$ cat src/rtl/uart_pkg.sv
// rtl/uart_pkg.sv - shared UART types and constants
// Receiver FSM states, legal prescale values and parity encoding shared with the transmitter.
package uart_pkg;

  typedef enum logic [2:0] {
    IDLE,
    START,
    DATA,
    PARITY,
    STOP
  } rx_state_e;

  localparam logic [5:0] PRESCALE_8  = 6'd8;
  localparam logic [5:0] PRESCALE_16 = 6'd16;
  localparam logic [5:0] PRESCALE_32 = 6'd32;

  localparam logic PAR_EVEN = 1'b0;
  localparam logic PAR_ODD  = 1'b1;

  // Anything outside the legal set runs at the slowest-oversampling rate of 8.
  function automatic logic [5:0] eff_prescale(input logic [5:0] p);
    case (p)
      PRESCALE_16: return PRESCALE_16;
      PRESCALE_32: return PRESCALE_32;
      default:     return PRESCALE_8;
    endcase
  endfunction

endpackage

$ cat src/rtl/uart_rx_if.sv
// rtl/uart_rx_if.sv - receiver line, configuration and result bundle
// master drives the line and configuration; slave is the receiver.
interface uart_rx_if #(
  parameter int DATA_WIDTH = 8
);

  logic                  RX_IN;
  logic                  PAR_EN;
  logic                  PAR_TYP;
  logic [5:0]            PRESCALE;
  logic [DATA_WIDTH-1:0] P_DATA;
  logic                  Data_Valid;
  logic                  Par_Err;
  logic                  Stp_Err;

  modport master (
    output RX_IN, PAR_EN, PAR_TYP, PRESCALE,
    input  P_DATA, Data_Valid, Par_Err, Stp_Err
  );

  modport slave (
    input  RX_IN, PAR_EN, PAR_TYP, PRESCALE,
    output P_DATA, Data_Valid, Par_Err, Stp_Err
  );

endinterface

$ cat src/rtl/uart_rx_sampler.sv
// rtl/uart_rx_sampler.sv - three-point capture and majority vote per bit
// sampled_bit_o is valid from the cycle where edge_cnt_i reaches half_i + 2.
module uart_rx_sampler (
  input  logic       clk_i,
  input  logic       rstn_i,
  input  logic       active_i,
  input  logic       rx_i,
  input  logic [5:0] edge_cnt_i,
  input  logic [5:0] half_i,
  output logic       sampled_bit_o
);

  logic s0_q;
  logic s1_q;
  logic bit_q;

  always_ff @(posedge clk_i) begin
    if (!rstn_i) begin
      s0_q  <= 1'b1;
      s1_q  <= 1'b1;
      bit_q <= 1'b1;
    end else if (active_i) begin
      if (edge_cnt_i == half_i - 6'd1) s0_q <= rx_i;
      if (edge_cnt_i == half_i)        s1_q <= rx_i;
      // Third sample is taken live and voted in the same edge.
      if (edge_cnt_i == half_i + 6'd1)
        bit_q <= (s0_q & s1_q) | (s0_q & rx_i) | (s1_q & rx_i);
    end
  end

  assign sampled_bit_o = bit_q;

endmodule

$ cat src/rtl/uart_rx.sv
// rtl/uart_rx.sv - oversampling UART receiver with optional parity
// Frame: start 0, data LSB first, optional parity, stop 1; strobes are registered one-cycle pulses.
module uart_rx #(
  parameter int DATA_WIDTH = 8
) (
  input logic      CLK,
  input logic      RST,
  uart_rx_if.slave bus
);
  import uart_pkg::*;

  localparam logic [3:0] LAST_DATA_BIT = 4'(DATA_WIDTH);

  rx_state_e             state_q;
  logic [5:0]            edge_cnt_q;
  logic [3:0]            bit_cnt_q;
  logic [5:0]            p_q;
  logic                  par_en_q;
  logic                  par_typ_q;
  logic [DATA_WIDTH-1:0] shift_q;
  logic                  par_fail_q;
  logic [DATA_WIDTH-1:0] p_data_q;
  logic                  dv_q;
  logic                  pe_q;
  logic                  se_q;

  logic [5:0] half;
  logic       wrap;
  logic       at_check;
  logic       sampled_bit;
  logic       exp_par;

  assign half     = {1'b0, p_q[5:1]};
  assign wrap     = (edge_cnt_q == p_q - 6'd1);
  assign at_check = (edge_cnt_q == half + 6'd2);
  assign exp_par  = (^shift_q) ^ (par_typ_q == PAR_ODD);

  uart_rx_sampler u_sampler (
    .clk_i         (CLK),
    .rstn_i        (RST),
    .active_i      (state_q != IDLE),
    .rx_i          (bus.RX_IN),
    .edge_cnt_i    (edge_cnt_q),
    .half_i        (half),
    .sampled_bit_o (sampled_bit)
  );

  always_ff @(posedge CLK) begin
    if (!RST) begin
      state_q    <= IDLE;
      edge_cnt_q <= '0;
      bit_cnt_q  <= '0;
      p_q        <= PRESCALE_8;
      par_en_q   <= 1'b0;
      par_typ_q  <= PAR_EVEN;
      shift_q    <= '0;
      par_fail_q <= 1'b0;
      p_data_q   <= '0;
      dv_q       <= 1'b0;
      pe_q       <= 1'b0;
      se_q       <= 1'b0;
    end else begin
      dv_q <= 1'b0;
      pe_q <= 1'b0;
      se_q <= 1'b0;
      if (state_q != IDLE) begin
        edge_cnt_q <= wrap ? 6'd0 : edge_cnt_q + 6'd1;
        if (wrap) bit_cnt_q <= bit_cnt_q + 4'd1;
      end
      case (state_q)
        IDLE: begin
          if (!bus.RX_IN) begin
            state_q    <= START;
            p_q        <= eff_prescale(bus.PRESCALE);
            par_en_q   <= bus.PAR_EN;
            par_typ_q  <= bus.PAR_TYP;
            par_fail_q <= 1'b0;
            edge_cnt_q <= '0;
            bit_cnt_q  <= '0;
          end
        end
        START: begin
          if (at_check && sampled_bit) begin
            state_q    <= IDLE;
            edge_cnt_q <= '0;
            bit_cnt_q  <= '0;
          end else if (wrap) begin
            state_q <= DATA;
          end
        end
        DATA: begin
          if (at_check) shift_q <= {sampled_bit, shift_q[DATA_WIDTH-1:1]};
          if (wrap && bit_cnt_q == LAST_DATA_BIT) state_q <= par_en_q ? PARITY : STOP;
        end
        PARITY: begin
          if (at_check) par_fail_q <= (sampled_bit != exp_par);
          if (wrap) state_q <= STOP;
        end
        STOP: begin
          // Leave early so a back-to-back start bit is seen by IDLE.
          if (at_check) begin
            se_q <= ~sampled_bit;
            pe_q <= par_fail_q;
            if (sampled_bit && !par_fail_q) begin
              p_data_q <= shift_q;
              dv_q     <= 1'b1;
            end
            state_q    <= IDLE;
            edge_cnt_q <= '0;
            bit_cnt_q  <= '0;
          end
        end
        default: state_q <= IDLE;
      endcase
    end
  end

  assign bus.P_DATA     = p_data_q;
  assign bus.Data_Valid = dv_q;
  assign bus.Par_Err    = pe_q;
  assign bus.Stp_Err    = se_q;

endmodule

$ cat src/flat_wrapper.sv
// flat-port wrapper written by rule: the top's interface ports become plain ports
module uart_rx_flat import uart_pkg::*;
#(
  parameter int DATA_WIDTH = 8
)
  (CLK, RST, bus_RX_IN, bus_PAR_EN, bus_PAR_TYP, bus_PRESCALE, bus_P_DATA, bus_Data_Valid, bus_Par_Err, bus_Stp_Err);
  uart_rx_if #(.DATA_WIDTH(DATA_WIDTH)) bus_i ();
  input logic CLK;
  input logic RST;
  input wire logic [$bits(bus_i.RX_IN)-1:0] bus_RX_IN;
  input wire logic [$bits(bus_i.PAR_EN)-1:0] bus_PAR_EN;
  input wire logic [$bits(bus_i.PAR_TYP)-1:0] bus_PAR_TYP;
  input wire logic [$bits(bus_i.PRESCALE)-1:0] bus_PRESCALE;
  output wire logic [$bits(bus_i.P_DATA)-1:0] bus_P_DATA;
  output wire logic [$bits(bus_i.Data_Valid)-1:0] bus_Data_Valid;
  output wire logic [$bits(bus_i.Par_Err)-1:0] bus_Par_Err;
  output wire logic [$bits(bus_i.Stp_Err)-1:0] bus_Stp_Err;
  assign bus_i.RX_IN = bus_RX_IN;
  assign bus_i.PAR_EN = bus_PAR_EN;
  assign bus_i.PAR_TYP = bus_PAR_TYP;
  assign bus_i.PRESCALE = bus_PRESCALE;
  assign bus_P_DATA = bus_i.P_DATA;
  assign bus_Data_Valid = bus_i.Data_Valid;
  assign bus_Par_Err = bus_i.Par_Err;
  assign bus_Stp_Err = bus_i.Stp_Err;
  uart_rx #(.DATA_WIDTH(DATA_WIDTH)) u_core (.CLK(CLK), .RST(RST), .bus(bus_i));
endmodule
$ cat config.mk
export PLATFORM = sky130hd
export DESIGN_NAME = uart_rx_flat
export DESIGN_NICKNAME = d
export VERILOG_FILES = /design/src/rtl/uart_pkg.sv /design/src/rtl/uart_rx_if.sv /design/src/rtl/uart_rx_sampler.sv /design/src/rtl/uart_rx.sv /design/src/flat_wrapper.sv
export SDC_FILE = /design/constraint.sdc
export NUM_CORES = 1
export LEC_CHECK = 0
export CAP_MARGIN = 5
export CELL_PAD_IN_SITES_DETAIL_PLACEMENT = 1
export CELL_PAD_IN_SITES_GLOBAL_PLACEMENT = 2
export CORE_UTILIZATION = 34
export CTS_BUF_LIST = sky130_fd_sc_hd__clkbuf_16
export DETAILED_ROUTE_END_ITERATION = 7
export GPL_ROUTABILITY_DRIVEN = 1
export GPL_TIMING_DRIVEN = 0
export PLACE_DENSITY_LB_ADDON = 0.05
export SYNTH_ARGS = -nofsm -noshare
export SYNTH_HDL_FRONTEND = slang
export SYNTH_SLANG_ARGS = --single-unit
$ cat constraint.sdc
create_clock -name CLK -period 2.45 [get_ports CLK]
set_input_delay 0.49 -clock CLK [delete_from_list [all_inputs] [get_ports CLK]]
set_output_delay 0.49 -clock CLK [all_outputs]
set_load 0.01 [all_outputs]
---- Word level (Yosys, flattened, before mapping) ----
Cells that the tools add are included.
Widths: inputs -> output; s select.
operators by class
  $add $sub $neg .......................... 6
  eq/ne operators ......................... 19
  multiplexer cells ....................... 25
  bitwise operators ....................... 8
  reduce and logical (&&, ||, !) cells .... 17
operator list
  cell                 count
  $mux 6               5
  $eq 6x6->1           4
  $mux 3               7
  $mux 4               5
  $pmux 6 s3           1
  $pmux 3 s5           1
  $pmux 4 s3           1
  $pmux 6 s2           1
  $reduce_and 2->1     5
  $reduce_and 3->1     3
  $ne 2x1->1 const B   4
  $reduce_xor 8->1     1
  $add 5x1->6 const B  1
  $add 5x2->6 const B  1
  $add 6x1->6 const B  1
  $eq 3x2->1 const B   2
  $eq 6x5->1           1
  $eq 6x5->1 const B   1
  $eq 6x6->1 const B   1
  $sub 5x1->6 const B  1
  $sub 6x1->6 const B  1
  $reduce_and 5->1     1
  $add 4x1->4 const B  1
  $eq 4x4->1 const B   1
  16 further kinds     24
storage, ports and cells
  flip-flop bits (word level) ............. 44
  bits of input ports ..................... 11
  output and inout bits ................... 11
  word-level logic and storage cells ...... 90

---- Depth between registers and ports, before layout ----
  depth in word-level cells ............... 6
  gate-level depth with buffers ........... 9
  depth with buffers taken out ............ 7

---- Modules after synthesis ----
A second synthesis with hierarchy kept.
second synthesis, totals
  cells, all modules ...................... 266
  area, all modules ....................... 2304.7 sq um
modules (own cells, without submodules)
  module           instances  cells an instance  area an instance (sq um)  sequential area each (sq um)
  uart_rx          1          214                1878.1                    760.7
  uart_rx_sampler  1          52                 426.7                     60.1

---- Worst setup path before layout ----
No wires, ideal clock.
  path kind ............................... flip-flop to flip-flop
  from .................................... register u_core.p_q[3]
  to ...................................... register u_core.bit_cnt_q[0]
  setup time .............................. 0.135 ns
  arrival ................................. 1.949 ns
  data required time ...................... 2.315 ns
  path slack .............................. 0.367 ns
  cell stages (with the launch flop) ...... 9
  path buffers ............................ 1
  clock period less this slack ............ 2.083 ns
  cells stage by stage .................... dfxtp_1 -> inv_1 -> ha_1 -> xor3_1 -> nor4_4 -> and2_1 -> buf_4 -> nand2b_1 -> a21oi_2
between the ends
  cells in the longest elaborated chain, start to end .. 6
  elaborated cells between the ends (all ways) .. 11
  classes of those cells .................. add/sub (2); eq/ne (2); mux (6); reduce/logical (1)
ends and longest elaborated chain
  element                           RTL line                                      text
  start: declaration                uart_rx.sv:17                                 logic [5:0] p_q;
  start signal: assignment          uart_rx.sv:74                                 p_q <= eff_prescale(bus.PRESCALE);
  $sub 6x1->6                       uart_rx.sv:34                                 assign wrap = (edge_cnt_q == p_q - 6'd1);
  $eq 6x6->1                        uart_rx.sv:34
  $mux 4                            uart_rx.sv:68                                 if (wrap) bit_cnt_q <= bit_cnt_q + 4'd1;
  $mux 4                            uart_rx.sv:66                                 if (state_q != IDLE) begin
  $mux 4, on equally long branches  uart_rx.sv:101, uart_rx.sv:72, uart_rx.sv:83
  $pmux 4 s3 *                      uart_rx.sv:70                                 case (state_q)
  end signal: assignment            uart_rx.sv:68
  end: declaration                  uart_rx.sv:16                                 logic [3:0] bit_cnt_q;
Every way passes the cells marked *; elsewhere a longest branch is shown, timed or not.
A chain may end at the register's enable or synchronous reset.

---- Final worst setup path ----
Same ends and word-level chain as after synthesis.

==> summary.txt <==
Min path
  – Worst Hold Class: register to register

Placement
  – DP Cell Count: about 340
  – Hpwl dp: around 3.7 mm
  – Buffers on Ports: 21
  – GP Congestion: approximately 0.75
  – Placed cell areas: about 0.0024 mm^2

STA
  – RSZ-0062 raised after global routing: no
  – Relative slew margins: 0.4955
  – Clock Skew: 3.351 ps
  – Endpoints failing setup: 0
  – Fmax: between 0.4 and 0.5 GHz
  – Slew @ Worst Pin: around 750 ps
  – Fin crit share: 0.8651
  – Min Hold Slack: between 400 and 500 ps
  – Fin crit period: between 2000 and 2500 ps
  – Final Hold Fails: 0
  – Fin. max-slew vios: 0
  – Final setup TNS: 0 ps

Clocking
  – Cts bufs inserted: 5
  – Clock sinks: slightly above 40
  – CTS max path bufs: 2
  – Root Driver: clkbuf_16
  – H-Tree Depth: 2
  – Hold_buf cts: 0
  – CTS clk-pin slew, worst paths: 60 ps
  – TritonCTS clock tree: done
  – Clock Latency Late Sink: approximately 280 ps

Floorplanning
  – Die X: 81.24 um
  – Area of the core: 0.005991 mm^2
  – Initial Util: 0.3563
  – I/O pin count: 22
  – Num rows: 28
  – Die height: just over 80 um
  – Die area: 0.006599 mm^2

Finish
  – Final core occ: 0.4388
  – Layout cell share with drive strength beyond 1: 0.08633
  – Storage cell area: between 800 and 900 um^2
  – Cell Count, Final, Fillers Out: about 350
  – Fin nets: slightly below 300
  – Area grow syn2layout: 23.15%
  – Fillers: roughly 720
  – N_diodes: 0
  – Design area: 0.002629 mm^2
  – Area of the multi-input gates: ~0.0012 mm^2

Critical path
  – Worst endpoint required time: 2600 ps
  – CP Data Arrival Time: between 2000 and 2500 ps
  – CP bufs+invs: 3
  – Worst path cell trace: inv_1 -> ha_1 -> xor3_1 -> nor4_4 -> buf_4 -> and2_1 -> buf_4 -> nand2b_1 -> a21oi_2
  – Slowest cell on crit path: dfxtp_1
  – Startpoint type of the worst setup path: register
  – Crit end category: register
  – Crit path max fanout: 8
  – Crit path kind: register to register
  – Slowest cell delay on critical path: around 430 ps
  – Most frequent cell on the critical path: buf_4
  – CP top delay family: simple AND/OR/NAND/NOR gates

Synth
  – Post-synth EDFFs: 0
  – Top_reg_cell synth: dfxtp_1
  – Asr flop ratio synth: 0
  – Yosys Warn Count: 0
  – Post-synthesis cell count: roughly 250
  – Synth Cell Area: around 0.0021 mm^2
  – Syn Nets: 264
  – Yosys cell types: 46
  – #FFs+latches synth: between 40 and 50
  – Synthesized area per cell: 8.677 um^2
  – Seq/Total Area, Yosys: 0.3845

Detailed routing
  – DR vias: between 1500 and 2000
  – Initial detailed-routing violation count: just over 60
  – Routed wire per std cell: about 14 um
  – Total Wirelength: ~5.1 mm
  – # DRC: 0
  – Routed Antenna Nets: 0
  – Routed vias/inst: 5.028
  – First-pass detailed-route iteration total: 4

Global route
  – Pin count of the biggest net entering global routing: 13
  – Initial antenna violation count: 0
  – First-pass GRT wire length: about 8.3 mm
  – Tot GR Track Use: 0.1686
  – Vias in the first global route: 1681
  – Total gr overflow: 0

Power and ir drop
  – PD cells: about 580 mW/mm^2
  – Leak pwr: 1.018 nW
  – Peak VDD IR: 280.3 uV

Run
  – Max Cap Viol: 0

Status
  – Outcome: complete, no violations
[power breakdown]
group          leakage (nW)  internal [mW]  switching, mW
sequential            0.331          0.673        0.00733
combinational         0.607         0.0419         0.0563
clock                0.0797          0.473          0.264
total                  1.02           1.19          0.328
[registers in the layout, indices dropped and copies added (netlist names), 3 cells and up]
signal and flops:
u_core.bus.P_DATA 8, u_core.bit_cnt_q 4, u_core.state_q 3, u_core.p_q 3, u_core.edge_cnt_q 6, u_core.shift_q 8
[timing repair]
action,CTS,global route
setup endpoints to repair,0,10
resized for setup,0,0
buffers inserted,0,4
[layout make-up]
class                           count  area share
Clock inverter                      2     0.01333
Tap cell                           75     0.03570
Multi-Input combinational cell    178      0.4574
Timing Repair Buffer               25     0.09138
Clock buffer                        5     0.04760
Buffer                             18     0.02951
Inverter                            9     0.01285
Sequential cell                    41      0.3122
[synth_stat cells (2+ instances only)]
master    number  share of area
a21oi_1       19          0.045
and2_1         2         0.0059
and3_1         3         0.0088
buf_2          5          0.012
clkbuf_1      11          0.019
dfxtp_1       41           0.38
ha_1           7          0.041
inv_1          9          0.016
mux2i_1       10          0.047
nand2_1       23          0.040
nand2b_1       4          0.012
nand3_1       17          0.040
nand4_1        6          0.018
nand4b_1       3          0.012
nor2_1        21          0.037
nor2b_1        3         0.0088
nor3_1         6          0.014
o21ai_0        7          0.016
o32ai_1        2         0.0082
xnor2_1       14          0.057
xor2_1         8          0.033
[cells by family after synthesis]
group	share of synthesized area
simple gates	0.2509
flops	0.3845
compound gates	0.1073
buf+inv	0.05217
xor+xnor	0.1120
mux	0.05217
fa+ha+maj	0.04103
[worst register-to-register path, delay by kind of cell (launching register included)]
| kind | cells | cell delay, ps |
|---|---|---|
| AND/OR/NAND/NOR | 3 | 460 |
| flip-flops | 1 | 430 |
| buffers and inverters | 3 | 420 |
| XOR/XNOR | 1 | 400 |
| adder cells (fa/ha/maj) | 1 | 230 |
| AO/OA/AOI/OAI | 1 | 50 |
[layer usage]
layer  vias up  part of all wire  track usage
met1       847              0.54       0.2473
met4         0            0.0079      0.03750
met3         4             0.017      0.03371
met5         -                 0            0
met2        17              0.43       0.2513
li1        907                 -            -
[per-stage QoR]
stage          power, mW  setup slack, ps
2_1_floorplan     0.7529            366.6
3_5_place_dp      0.7948            22.71
3_3_place_gp      0.7944            64.13
5_1_grt            1.576            148.7
6_report           1.516            330.5
4_1_cts            1.539            1.816
[worst paths after layout]
kind / end / slack, ps / cells after the start / startpoint
setup / recovery: u_core.bit_cnt_q[0]$_SDFF_PN0_ / 330 / 9 / u_core.p_q[3]$_SDFFE_PN1P_
hold / removal: u_core.bus.Par_Err$_SDFF_PN0_ / 460 / 2 / u_core.par_fail_q$_SDFFE_PN0P_
setup reg to reg: u_core.bit_cnt_q[0]$_SDFF_PN0_ / 330 / 9 / u_core.p_q[3]$_SDFFE_PN1P_
hold reg to reg: u_core.bus.Par_Err$_SDFF_PN0_ / 460 / 2 / u_core.par_fail_q$_SDFFE_PN0P_
[placed cells by master, fill, tap and decap left out, types with 8 or more instances in the layout]
cell,instances
nor2_1,21
xnor2_1,14
clkdlybuf4s50_1,21
nand2_1,23
a21oi_1,19
clkbuf_1,11
nand3_1,17
inv_1,9
mux2i_1,10
dfxtp_1,41
xor2_1,8
Power figures use the tool's default switching activity.
